## src/rtl/riscv_pkg.sv

```systemverilog
// Shared RV32I field constants and request codes for the instruction encoder.
// Consumed by instr_encoder; no optional features live here.
package riscv_pkg;

  localparam logic [6:0] OPC_LOAD   = 7'b0000011;
  localparam logic [6:0] OPC_STORE  = 7'b0100011;
  localparam logic [6:0] OPC_BRANCH = 7'b1100011;
  localparam logic [6:0] OPC_OP     = 7'b0110011;

  localparam logic [2:0] F3_LW      = 3'b010;
  localparam logic [2:0] F3_SW      = 3'b010;
  localparam logic [2:0] F3_BEQ     = 3'b000;
  localparam logic [2:0] F3_ADD_SUB = 3'b000;
  localparam logic [2:0] F3_OR      = 3'b110;
  localparam logic [2:0] F3_AND     = 3'b111;

  localparam logic [6:0] F7_BASE = 7'b0000000;
  localparam logic [6:0] F7_SUB  = 7'b0100000;

  typedef enum logic [1:0] {
    OP_LW  = 2'd0,
    OP_SW  = 2'd1,
    OP_BEQ = 2'd2,
    OP_R   = 2'd3
  } op_e;

  typedef enum logic [1:0] {
    ALU_ADD = 2'd0,
    ALU_SUB = 2'd1,
    ALU_AND = 2'd2,
    ALU_OR  = 2'd3
  } alu_e;

  // ADD and SUB share funct3; funct7 is what tells them apart.
  function automatic logic [2:0] aluFunct3(input logic [1:0] alu);
    logic [2:0] f3;
    f3 = F3_ADD_SUB;
    case (alu)
      ALU_AND: f3 = F3_AND;
      ALU_OR:  f3 = F3_OR;
      default: f3 = F3_ADD_SUB;
    endcase
    return f3;
  endfunction

endpackage

```

## src/rtl/sync_fifo.sv

```systemverilog
// Single-clock FIFO with synchronous active-high reset and a combinational head.
// Pointers carry one extra wrap bit so full and empty are distinguishable.
module sync_fifo #(
  parameter int WIDTH = 32,
  parameter int DEPTH = 4
) (
  input  logic             clk,
  input  logic             rst,
  input  logic             push,
  input  logic [WIDTH-1:0] pushData,
  input  logic             pop,
  output logic             full,
  output logic             empty,
  output logic [WIDTH-1:0] head
);

  localparam int AW = $clog2(DEPTH);

  logic [WIDTH-1:0] mem_q [DEPTH];
  logic [AW:0]      wrPtr_q, wrPtr_d;
  logic [AW:0]      rdPtr_q, rdPtr_d;
  logic             doPush, doPop;

  assign empty  = (wrPtr_q == rdPtr_q);
  assign full   = (wrPtr_q[AW] != rdPtr_q[AW]) && (wrPtr_q[AW-1:0] == rdPtr_q[AW-1:0]);
  assign head   = mem_q[rdPtr_q[AW-1:0]];
  assign doPush = push && !full;
  assign doPop  = pop && !empty;

  always_comb begin
    wrPtr_d = wrPtr_q;
    rdPtr_d = rdPtr_q;
    if (doPush) wrPtr_d = wrPtr_q + 1'b1;
    if (doPop)  rdPtr_d = rdPtr_q + 1'b1;
  end

  always_ff @(posedge clk) begin
    if (rst) begin
      wrPtr_q <= '0;
      rdPtr_q <= '0;
    end else begin
      wrPtr_q <= wrPtr_d;
      rdPtr_q <= rdPtr_d;
    end
  end

  // Storage needs no reset: empty/head gating keeps stale entries invisible.
  always_ff @(posedge clk) begin
    if (doPush) mem_q[wrPtr_q[AW-1:0]] <= pushData;
  end

endmodule

```

## src/rtl/instr_encoder.sv

```systemverilog
// Packs LW/SW/BEQ/R-type requests into RV32I words, queues them and streams them with word addresses.
// Define RD_ZERO_CHECK_EN to reject LW and R-type requests that target x0.
module instr_encoder
  import riscv_pkg::*;
#(
  parameter int DEPTH  = 4,
  parameter int ADDR_W = 8
) (
  input  logic              clk,
  input  logic              rst,
  input  logic              in_valid,
  output logic              in_ready,
  input  logic [1:0]        in_op,
  input  logic [1:0]        in_alu,
  input  logic [4:0]        in_rd,
  input  logic [4:0]        in_rs1,
  input  logic [4:0]        in_rs2,
  input  logic [12:0]       in_imm,
  output logic              out_valid,
  input  logic              out_ready,
  output logic [31:0]       out_instr,
  output logic [ADDR_W-1:0] out_addr,
  output logic              err,
  output logic [7:0]        err_cnt
);

  logic [31:0]       encWord;
  logic              legalReq;
  logic              accept, pushReq, rejectReq, popWord;
  logic              fifoFull, fifoEmpty;
  logic [31:0]       fifoHead;
  logic              err_q, err_d;
  logic [7:0]        errCnt_q, errCnt_d;
  logic [ADDR_W-1:0] addr_q, addr_d;

  always_comb begin
    encWord  = '0;
    legalReq = 1'b1;
    case (in_op)
      OP_LW: begin
        encWord  = {in_imm[11:0], in_rs1, F3_LW, in_rd, OPC_LOAD};
        legalReq = (in_imm[12] == in_imm[11]);
      end
      OP_SW: begin
        encWord  = {in_imm[11:5], in_rs2, in_rs1, F3_SW, in_imm[4:0], OPC_STORE};
        legalReq = (in_imm[12] == in_imm[11]);
      end
      OP_BEQ: begin
        encWord  = {in_imm[12], in_imm[10:5], in_rs2, in_rs1, F3_BEQ,
                    in_imm[4:1], in_imm[11], OPC_BRANCH};
        legalReq = !in_imm[0];
      end
      default: begin
        encWord  = {(in_alu == ALU_SUB) ? F7_SUB : F7_BASE, in_rs2, in_rs1,
                    aluFunct3(in_alu), in_rd, OPC_OP};
        legalReq = 1'b1;
      end
    endcase
`ifdef RD_ZERO_CHECK_EN
    if (((in_op == OP_LW) || (in_op == OP_R)) && (in_rd == 5'd0)) legalReq = 1'b0;
`endif
  end

  // Illegal requests are still handshaken so the producer never stalls on them.
  assign in_ready  = !fifoFull;
  assign accept    = in_valid && in_ready;
  assign pushReq   = accept && legalReq;
  assign rejectReq = accept && !legalReq;
  assign out_valid = !fifoEmpty;
  assign popWord   = out_valid && out_ready;
  assign out_instr = fifoEmpty ? 32'd0 : fifoHead;
  assign out_addr  = addr_q;
  assign err       = err_q;
  assign err_cnt   = errCnt_q;

  sync_fifo #(
    .WIDTH (32),
    .DEPTH (DEPTH)
  ) u_fifo (
    .clk      (clk),
    .rst      (rst),
    .push     (pushReq),
    .pushData (encWord),
    .pop      (popWord),
    .full     (fifoFull),
    .empty    (fifoEmpty),
    .head     (fifoHead)
  );

  always_comb begin
    err_d    = rejectReq;
    errCnt_d = errCnt_q;
    addr_d   = addr_q;
    if (rejectReq && (errCnt_q != 8'hFF)) errCnt_d = errCnt_q + 8'd1;
    if (popWord) addr_d = addr_q + 1'b1;
  end

  always_ff @(posedge clk) begin
    if (rst) begin
      err_q    <= 1'b0;
      errCnt_q <= '0;
      addr_q   <= '0;
    end else begin
      err_q    <= err_d;
      errCnt_q <= errCnt_d;
      addr_q   <= addr_d;
    end
  end

endmodule
```

## config.mk

```make
export PLATFORM = sky130hd
export DESIGN_NAME = instr_encoder
export DESIGN_NICKNAME = d
export VERILOG_FILES = /design/src/rtl/riscv_pkg.sv /design/src/rtl/sync_fifo.sv /design/src/rtl/instr_encoder.sv
export SDC_FILE = /design/constraint.sdc
export NUM_CORES = 1
export LEC_CHECK = 0
export CORE_UTILIZATION = 54
export DETAILED_ROUTE_END_ITERATION = 8
export PLACE_DENSITY = 0.8
export SYNTH_ARGS = -nofsm -noshare
export SYNTH_HDL_FRONTEND = slang
export SYNTH_SLANG_ARGS = --single-unit
```

## constraint.sdc

```tcl
create_clock -name clk -period 3.5 [get_ports clk]
set_clock_uncertainty 0.15 [all_clocks]
set_input_delay 0.7 -clock clk [delete_from_list [all_inputs] [get_ports clk]]
set_output_delay 0.7 -clock clk [all_outputs]
set_load 0.02 [all_outputs]
```

# == Word level (Yosys, flattened, before mapping) ==
# Memories as Yosys holds them, arrays and structs flattened. A register that Yosys moved wholly into a read port is not among the register bits.
# Index checks and enable logic that the tools add are counted.
# Widths: inputs -> output; s select.
# word_totals
register_bits,23
mem_bits_rw,128
inputBits,36
out_inout_bits,51
wordCells,43
n_memories,1
# mem_list
name,words,word_bits,rd,rd_clocked_by_memory_dff,write_ports,line_no,rtl
u_fifo.mem_q,4,32,1,1,1,sync_fifo.sv:19,logic [WIDTH-1:0] mem_q [DEPTH];
# classes
addsub,4
n_eq_ne,10
n_mux,9
n_reduce_logical,14
# ops
operator,n
$pmux 32 s3,1
$mux 32,1
$add 8x1->8 const B,2
$logic_and 1x1->1,8
$ne 8x8->1 const B,1
$add 3x1->3 const B,2
$eq 2x2->1 const B,3
$mux 6,1
$pmux 3 s2,1
$eq 2x1->1 const B,2
$logic_not 1->1,4
$mux 2,2
$eq 3x3->1,1
$eq 2x2->1,1
$logic_not 2->1,1
$mux 1,2
$pmux 1 s2,1
$reduce_or 2->1,1
$eq 1x1->1,1
$ne 1x1->1,1

# == Logic depth before layout (Yosys ltp) ==
# logic_depth
ltp_word,8
mapped_depth,7
depth_no_buf,6

# == Cells and area by module ==
# Synthesis repeated with hierarchy kept, for this count alone.
# unflattened
hier_cells,407
area_unflattened_um2,6498.7
# modules_own_cells
mod,n_inst,cells_each,area_per_inst_um2
sync_fifo,1,235,5177.5
instr_encoder,1,172,1321.3

# == Worst setup path before layout ==
# Ideal clock, no wire load.
# synth_path
path_kind,in2reg
from,input in_op[0]
to,"memory u_fifo.mem_q[3][10], enable pin"
t_arrival_ns,2.196
required_time_ns,2.962
path_slack_ns,0.766
path_stages,5
cell_sequence,clkbuf_1 nand3b_1 o21ai_0 nor2_2 and2_1
# synth_via
elab_chain_len,7
word_cells_on_any_way,9
cone_classes,eq/ne (2); mux (3); reduce/logical (4)
# synth_lines
item,line_no,rtl
start: declaration,instr_encoder.sv:13,"input logic [1:0] in_op,"
$eq 2x1->1 or $logic_not 2->1 (tied branches),instr_encoder.sv:39,case (in_op)
$reduce_or 2->1 (no source line),n/a,
$pmux 1 s2 (*),instr_encoder.sv:39,
$logic_and 1x1->1 (*),instr_encoder.sv:67,assign pushReq = accept && legalReq;
$logic_and 1x1->1 (*),sync_fifo.sv:27,assign doPush = push && !full;
$mux 1 (*),sync_fifo.sv:49,if (doPush) mem_q[wrPtr_q[AW-1:0]] <= pushData;
$mux 1 (implied by the code) (*),sync_fifo.sv:49,
end: declaration,sync_fifo.sv:19,
# Mark *: on every way between the ends. The rest lies on a longest branch, timed or not.

# == Final worst setup path ==
# layout_path
from,register u_fifo.wrPtr_q[1]
to,output out_instr[6]
# layout_via
elab_chain_len,2
# layout_lines
item,line_no,rtl
start: declaration,sync_fifo.sv:20,"logic [AW:0] wrPtr_q, wrPtr_d;"
start signal: assignment,sync_fifo.sv:42,wrPtr_q <= wrPtr_d;
$eq 3x3->1,sync_fifo.sv:24,assign empty = (wrPtr_q == rdPtr_q);
$mux 32,instr_encoder.sv:71,assign out_instr = fifoEmpty ? 32'd0 : fifoHead;
end: declaration,instr_encoder.sv:21,"output logic [31:0] out_instr,"
# Every way passes these cells.

==> key figures <==
Worst setup path
  • Worst path max stage delay: 0.63 ns
  • CP endpoint: out_instr[6]
  • Crit path max fanout: 33
  • Worst r2r dst: u_fifo.mem_q[3][12]$_DFFE_PP_
  • Reg2reg start: u_fifo.wrPtr_q[1]$_SDFFE_PP0P_
  • R2R depth: 5
  • CP Data Required Time: 2.65 ns
  • Setup CP Type: reg -> out
  • Worst setup EP type: primary output
  • Worst path slowest cell: clkdlybuf4s50_1
  • CP top delay family: buffers and inverters
  • CP startpoint: u_fifo.wrPtr_q[1]$_SDFFE_PP0P_
  • Critical path launch point type: flop
  • Buffer and inverter count on the worst path: 2
  • Flop-to-flop setup slack: roughly 1.2 ns
  • Critical path arrival: 2.51 ns
  • Cell Chain, Critical Path: xor2_2, nor3_2, inv_4, and2_1, clkdlybuf4s50_1
  • Number of cells on the critical path: 5

CTS
  • CTS Buf Count: 17
  • Clock buffer depth: 2
  • Root Buffer: clkbuf_8
  • Post-CTS setup buffers: 0
  • CTS clk-pin slew, worst paths: 0.06 ns
  • CTS tree: yes
  • Sink Count: 137
  • H-Tree Level Count: 4
  • Skew-Pair Late Insertion Delay: 0.51 ns

Route
  • Vias per cell: 5.55
  • WL/cell: roughly 18 µm
  • DRT iter0 DRCs: between 200 and 300
  • Top sig layer: met4
  • DRT Pass-1 Iters: 5
  • Routed met2 length: 5450 µm
  • Routed metal-1 wirelength: 4680 µm
  • Total number of vias: 3,305
  • DRC Markers: 0
  • Routed Antenna Nets: 0
  • Final WL: 10,900 µm
  • Met3 wire length: roughly 560 µm

Placed design
  • I/O Buffers: 84
  • Dpl ws: around 0.48 ns
  • RePlAce Congestion: approximately 0.8
  • Post-DP HPWL: 6460 µm

STA
  • Final setup fails: 0
  • Tcrit/Tclk final: 0.960
  • Worst hold slack: 0.379 ns
  • Max-slew headroom: 0.416
  • Final Max Tran Viols: 0
  • Post-route setup TNS: 0 ns
  • Fmax: just under 0.3 GHz
  • Slew @ Worst Pin: slightly below 0.9 ns
  • Minimum clock period: around 3.4 ns
  • Setup WS post-layout: between 0.1 and 0.15 ns
  • RSZ-0062 raised after global routing: false
  • Final hold vios: 0

Yosys
  • FF+latch count, synth: 137
  • Cells after synthesis: around 360
  • Warnings, synthesis: 0
  • Post-synthesis sequential area ratio: 0.671
  • Post-Syn Area: 0.00576 mm²
  • Post-synth EDFFs: 112
  • Mapped Avg Cell Area: 16.2 µm²
  • Netlist cell types: 40
  • Post-synth ARST share: 0
  • Primary FF master, synth: edfxtp_1

Global routing
  • Largest net degree at the start of global routing: 34
  • First-pass GRT wire length: 17,400 µm
  • Gr usage total: 0.214
  • Overflow after GRT: 0
  • Initial antenna violation count: 0
  • Vias in the first global route: ~3,400

Status
  • Status: finished clean

Die
  • Die H: 105 µm
  • Core Area: 0.0103 mm²
  • IO Count: 87
  • Die area: about 0.011 mm²
  • Die Wd: about 110 µm
  • Initial Util: 0.558
  • Rows: 37

Finish
  • Area grow syn2layout: 27.6%
  • Antenna diode count: 0
  • Share of layout cells above drive strength 1: 0.187
  • Final #Nets: 490

Pwr
  • Pwr Density: about 630 mW/mm²
  • Maximum VDD drop: 0.333 mV
  • Leakage: 2.44 nW

Min path
  • Worst min path class: reg -> reg

Job
  • Maxcap violations: 0
tightest hold or removal path, delay by kind of cell, from the launching register on:
family,cells,cell delay (ns)
simple gates,1,0.07
flops,1,0.35
xor+xnor,1,0.08
Yosys cell counts, types with 3 or more instances:
cell type	count	area, µm²
a21oi_1	4	20.0
xnor2_1	12	105
nor2_1	23	86.3
nand3_1	10	50.1
edfxtp_1	112	3360
mux2i_1	4	40.0
mux4_2	28	631
a211oi_1	3	22.5
and2_1	37	231
clkbuf_1	9	33.8
o21ai_0	5	25.0
dfxtp_1	25	500
nand2_1	13	48.8
mux2_2	9	101
nor3_1	3	15.0
buf_2	4	20.0
ha_1	7	87.6
inv_1	7	26.3
buf_4	4	30.0
xor2_1	5	43.8
nor4_2	3	37.5
layout by cell type (no fill, tap or decap), types with 5 or more instances in the layout:
cell type / instances
clkdlybuf4s50_1: 84
edfxtp_1: 112
xor2_1: 5
xnor2_1: 12
mux2_2: 9
nand2_1: 13
o21ai_0: 5
ha_1: 7
buf_4: 5
inv_1: 7
mux4_2: 28
and2_1: 37
nand3_1: 10
nor2_1: 23
dfxtp_1: 24
clkbuf_16: 16
stage by stage:
step,utilization,power [mW],cells,area (µm²)
floorplan,-,2.53,356,5760
global placement,0.653,2.91,564,6750
detailed placement,0.653,2.93,564,6750
CTS,0.711,4.69,596,7340
global route,0.712,4.82,596,7350
finish,0.712,4.66,596,7350
state kept, by name, summed over array words and instances, names as in the netlist, named ones only:
register / flops
u_fifo.rdPtr_q: 3
u_fifo.mem_q: 112
u_fifo.wrPtr_q: 3
err_cnt: 8
out_addr: 8
err: 1
kinds of logic (layout without fill, tap and decap cells):
logic type,count (synthesis),after routing,share of synthesized area
AOI/OAI and AO/OA,19,19,0.0248
xor gates and xnor gates,19,19,0.0315
adders and majority gates,7,7,0.0152
buffers and inverters,26,130,0.0204
DFF,137,137,0.671
muxes,41,41,0.134
other,1,2,0.000651
and+or+nand+nor,105,105,0.103
worst min path at each step:
stage,startpoint,endpoint,slack (ns),cells after the start
2_1_floorplan,u_fifo.wrPtr_q[2]$_SDFFE_PP0P_,u_fifo.wrPtr_q[2]$_SDFFE_PP0P_,0.34,2
3_3_place_gp,out_addr[7]$_SDFFE_PP0P_,out_addr[7]$_SDFFE_PP0P_,0.35,2
3_5_place_dp,err_cnt[7]$_SDFFE_PP0P_,err_cnt[7]$_SDFFE_PP0P_,0.35,1
4_1_cts,err_cnt[7]$_SDFFE_PP0P_,err_cnt[7]$_SDFFE_PP0P_,0.38,1
5_1_grt,out_addr[7]$_SDFFE_PP0P_,out_addr[7]$_SDFFE_PP0P_,0.40,2
6_report,out_addr[7]$_SDFFE_PP0P_,out_addr[7]$_SDFFE_PP0P_,0.38,2
area by class of cell:
type / instances / area, µm²
flip-flops and latches: 137 / 3860
fillers: 652 / 2970
multi-input cells: 193 / 1790
repair buffers: 90 / 898
clock buffers: 19 / 422
well taps: 136 / 170
clock inverters: 13 / 169
inverters: 8 / 32.5
routing by layer:
metal,global-route usage,vias up
met4,0.0996,0
met3,0.0495,23
met1,0.281,1631
met2,0.343,136
li1,-,1515
met5,0,-
report_power, final:
part | leakage, nW | internal [mW] | switching (mW)
sequential | 1.23 | 1.84 | 0.0368
combinational | 0.935 | 0.501 | 0.515
clock | 0.275 | 1.09 | 0.669
total | 2.44 | 3.44 | 1.22
repair_timing:
item / CTS / global route
gates resized for setup: 1 / 1
pin swaps: 0 / 0
endpoints found under the setup margin: 28 / 6
hold buffers: 0 / 0
Power figures use the tool's default switching activity.
==> edit 1, RTL diff (same flow settings) <==
`DEPTH` is set to 4 in 2 places; all go to 8.
--- a/src/rtl/sync_fifo.sv
+++ b/src/rtl/sync_fifo.sv
@@ -3,5 +3,5 @@
 module sync_fifo #(
   parameter int WIDTH = 32,
-  parameter int DEPTH = 4
+  parameter int DEPTH = 8
 ) (
   input  logic             clk,
--- a/src/rtl/instr_encoder.sv
+++ b/src/rtl/instr_encoder.sv
@@ -4,5 +4,5 @@
   import riscv_pkg::*;
 #(
-  parameter int DEPTH  = 4,
+  parameter int DEPTH  = 8,
   parameter int ADDR_W = 8
 ) (
Function: changed (Yosys sat finds a counterexample within 10 cycles, from zero or initial values and one cycle with rst high).
==> edit 1 against the unedited design <==
Sequential cell count grew 115. Power grew 58%. Critical path depth is the same. Utilization shrank 4.2 points. Largest power group unchanged. Global-route usage grew 0.23 points. Critical path type unchanged. Non-clock buffer count grew 15. Synthesized area grew 78%. Routed wire length grew 87%. Final area grew 70%. Setup slack lost 0.050 ns.
==> edit 1: results (changes against the unedited design) <==
{
  "starting_utilization_of_the_core_area": {"value": 54.96, "unit": "%", "change": "was 55.80%"},
  "fin_crit_sh": {"value": 97.45, "unit": "%", "change": "was 96.01%"},
  "nonClockBufferCount": {"value": 105, "change": "was 90"},
  "fraction_of_layout_cells_with_a_size_suffix_above_1": {"value": 22.06, "unit": "%", "change": "was 18.70%"},
  "final-seq-area": {"value": 7295, "unit": "um^2", "change": "was 3865 um^2"},
  "synth_compound_gate_area_share": {"value": 2.503, "unit": "%", "change": "was 2.476%"},
  "signal_buffer_area_fraction": {"value": 9.200, "unit": "%", "change": "was 12.22%"},
  "run_status": {"value": "finished, final reports clean", "change": "unchanged"},
  "nClkBuffers": {"value": 27, "change": "was 19"},
  "post_drt_wl_per_cell": {"value": 22.44, "unit": "um", "change": "was 18.37 um"},
  "placer_congestion": {"value": 0.7969, "change": "was 0.7861"},
  "regToRegEndpoint": {"value": "u_fifo.mem_q[2][19]$_DFFE_PP_", "change": "was u_fifo.mem_q[3][12]$_DFFE_PP_"},
  "sequential_cell_total": {"value": 252, "change": "was 137"},
  "detailed_place_hpwl": {"value": 11500, "unit": "um", "change": "was 6455 um"},
  "timing_worst_slew_pin_value": {"value": 0.8579, "unit": "ns", "change": "was 0.8728 ns"},
  "grt_first_pass_wirelength": {"value": 31630, "unit": "um", "change": "was 17440 um"},
  "synth_xor_xnor_area_share": {"value": 0.9891, "unit": "%", "change": "was 3.149%"},
  "clockRootBuffer": {"value": "clkbuf_16", "change": "was clkbuf_8"},
  "preCtsSetupSlack": {"value": 0.4614, "unit": "ns", "change": "was 0.4804 ns"},
  "vdd_drop_max": {"value": 0.4059, "unit": "mV", "change": "was 0.3333 mV"},
  "synthToLayoutAreaGrowth": {"value": 21.85, "unit": "%", "change": "was 27.61%"},
  "nFillCells": {"value": 1207, "change": "was 652"},
  "postSynthAreaPerCell": {"value": 18.26, "unit": "um^2", "change": "was 16.23 um^2"},
  "synthTopCellsByCount": {"value": "edfxtp_1 (224), mux4_2 (56), nor2_1 (48)", "change": "was edfxtp_1 (112), and2_1 (37), mux4_2 (28)"},
  "leakage": {"value": 3.933, "unit": "nW", "change": "was 2.440 nW"},
  "worst-endpoint-arrival": {"value": 2.56, "unit": "ns", "change": "was 2.51 ns"},
  "synthAdderAreaFrac": {"value": 0.4885, "unit": "%", "change": "was 1.520%"},
  "grtUsageTotal": {"value": 21.67, "unit": "%", "change": "was 21.44%"}
}
## edit 1: changes by cell type after synthesis, sizes merged, moves of 7 or more
cell and change:
nor2 +24, a21oi +7, edfxtp +112, mux2i +28, mux4 +28, buf +14, xnor2 -9, and2 -32
## edit 1: power groups by stage
stage	combinational [mW]	sequential [mW]	clock, mW
6_report	1.14	3.39	2.85
5_1_grt	1.21	3.39	3.01
4_1_cts	1.14	3.39	2.89
3_5_place_dp	1.13	3.45	0
3_3_place_gp	1.11	3.44	0
2_1_floorplan	0.711	3.44	0
## edit 1: per-layer routing
layer / vias to the layer above / wire, um / global-route usage [%]
met5: - / 0 / 0
met4: 0 / 497 / 6.825
met3: 32 / 931 / 3.441
met2: 168 / 10730 / 38.39
met1: 2824 / 8355 / 27.47
li1: 2426 / - / -
## edit 1: worst max-delay path: stages, from the launching register on
cell             delay (ns)
dfxtp_4                0.40
buf_12                 0.23
mux4_2                 0.54
mux2i_1                0.24
nor2_1                 0.09
clkdlybuf4s50_1        0.54
==> edit 2, RTL diff (same settings) <==
Made on the original files. Make the reset (`rst`) asynchronous in 2 clocked blocks. Comments in the files are not updated.
--- a/src/rtl/sync_fifo.sv
+++ b/src/rtl/sync_fifo.sv
@@ -35,5 +35,5 @@
   end
 
-  always_ff @(posedge clk) begin
+  always_ff @(posedge clk or posedge rst) begin
     if (rst) begin
       wrPtr_q <= '0;
--- a/src/rtl/instr_encoder.sv
+++ b/src/rtl/instr_encoder.sv
@@ -96,5 +96,5 @@
   end
 
-  always_ff @(posedge clk) begin
+  always_ff @(posedge clk or posedge rst) begin
     if (rst) begin
       err_q    <= 1'b0;
Check against the original RTL: differs if rst is asserted again (counterexample within 4 cycles, from zero or initial values and one cycle with rst high); with rst held inactive, the same outputs for 4 cycles.
==> edit 2 against the unedited design <==
Routed wire length up 2.0%. Synthesized area decreased by 0.65%. Critical endpoint is now out_instr[25]. Utilization is 0.19 points higher. Setup slack lost 0.021 ns. Final area shrank 0.19%. Sequential share of layout area rose by 1.1 points. Sequential cell count shrank 2.
Power is not compared: it rests on default switching activity, and its combinational part moved more than twofold at a synthesized area within 25%.
==> edit 2: results (changes against the unedited design) <==
{
  "crit_fanout": {"value": 31, "change": "was 33"},
  "critical_path.reg2reg.startpoint": {"value": "u_fifo.rdPtr_q[0]$_DFFE_PP0P_", "change": "was u_fifo.wrPtr_q[1]$_SDFFE_PP0P_"},
  "asyncSetResetFlopFracSynth": {"value": 17.04, "unit": "%", "change": "was 0%"},
  "whs": {"value": 0.3430, "unit": "ns", "change": "was 0.3790 ns"},
  "route.met3.wl": {"value": 712, "unit": "um", "change": "was 562 um"},
  "post_synth_num_cell_types": {"value": 38, "change": "was 40"},
  "route.met2.wl": {"value": 5706, "unit": "um", "change": "was 5450 um"},
  "grt_pass1_vias": {"value": 3289, "change": "was 3364"},
  "timing_worst_slew_pin_value": {"value": 0.8796, "unit": "ns", "change": "was 0.8728 ns"},
  "place.detailed.instances": {"value": 540, "change": "was 564"},
  "cts-resized-gates": {"value": 0, "change": "was 1"},
  "dr_total_vias": {"value": 3142, "change": "was 3305"},
  "run_status": {"value": "finished, final reports clean", "change": "unchanged"},
  "met1_length": {"value": 4647, "unit": "um", "change": "was 4684 um"},
  "preCtsSetupSlack": {"value": 0.4940, "unit": "ns", "change": "was 0.4804 ns"},
  "final_wl": {"value": 11170, "unit": "um", "change": "was 10950 um"},
  "holdPathStages": {"value": 1, "change": "was 2"},
  "proportion_of_synthesized_chip_area_in_sequential_cells": {"value": 68.82, "unit": "%", "change": "was 67.07%"},
  "placed_area": {"value": 6719, "unit": "um^2", "change": "was 6746 um^2"},
  "synth_cells": {"value": 328, "change": "was 355"},
  "grtUsageTotal": {"value": 21.81, "unit": "%", "change": "was 21.44%"},
  "detailed_place_hpwl": {"value": 6560, "unit": "um", "change": "was 6455 um"},
  "first_iter_violations": {"value": 208, "change": "was 259"},
  "finalNetCount": {"value": 466, "change": "was 490"},
  "timing.final.crit_period": {"value": 3.382, "unit": "ns", "change": "was 3.360 ns"},
  "met2_usage": {"value": 35.95, "unit": "%", "change": "was 34.26%"},
  "regToRegEndpoint": {"value": "u_fifo.mem_q[1][22]$_DFFE_PP_", "change": "was u_fifo.mem_q[3][12]$_DFFE_PP_"},
  "ys_top_cells_by_area": {"value": "edfxtp_1 (59%), mux4_2 (11%), dfrtp_1 (10%), and2_1 (3.7%), xnor2_1 (2.3%)", "change": "was edfxtp_1 (58%), mux4_2 (11%), dfxtp_1 (8.7%), and2_1 (4.0%), xnor2_1 (1.8%)"},
  "holdCritStartpoint": {"value": "err_cnt[5]$_DFFE_PP0P_", "change": "was out_addr[7]$_SDFFE_PP0P_"},
  "global_route.usage.met1": {"value": 27.50, "unit": "%", "change": "was 28.10%"},
  "gr-usage-met3": {"value": 7.174, "unit": "%", "change": "was 4.947%"},
  "instances_no_fill": {"value": 571, "change": "was 596"},
  "timing.reg2reg.setup_slack": {"value": 1.20, "unit": "ns", "change": "was 1.15 ns"}
}
edit 2: cell types whose count changed in the layout (fill, tap and decap cells not counted), sizes merged, moves of 4 or more:
cell,delta
buf,+4
dfxtp,-25
dfrtp,+23
nand3,-4
and3,+6
nand4,+5
nor2,-21
edit 2: report_power, final:
part           total (mW)  internal (mW)  switching (mW)
Clock                1.83           1.16           0.666
Sequential           2.26           2.08           0.182
Combinational        2.85           1.39            1.46
Total                6.94           4.63            2.31
edit 2: cell type report:
type	count	area, um^2
tap	136	170.2
inverter	7	26.28
multi-input combinational	168	1654
clock buffer	18	417.9
sequential	135	3940
fill	663	2940
clock inverter	13	196.4
timing repair buffer	94	932.1
edit 2: logic make-up (layout without fill, tap and decap cells):
group           Yosys count  in the layout  synth area share, %
buf+inv                  26            132                2.339
fa+ha+maj                 7              7                1.530
other cells               1              2              0.06553
mux                      40             40                13.36
compound gates           10             10                1.421
simple gates             84             84                8.373
xor+xnor                 25             25                4.088
flops                   135            135                68.82
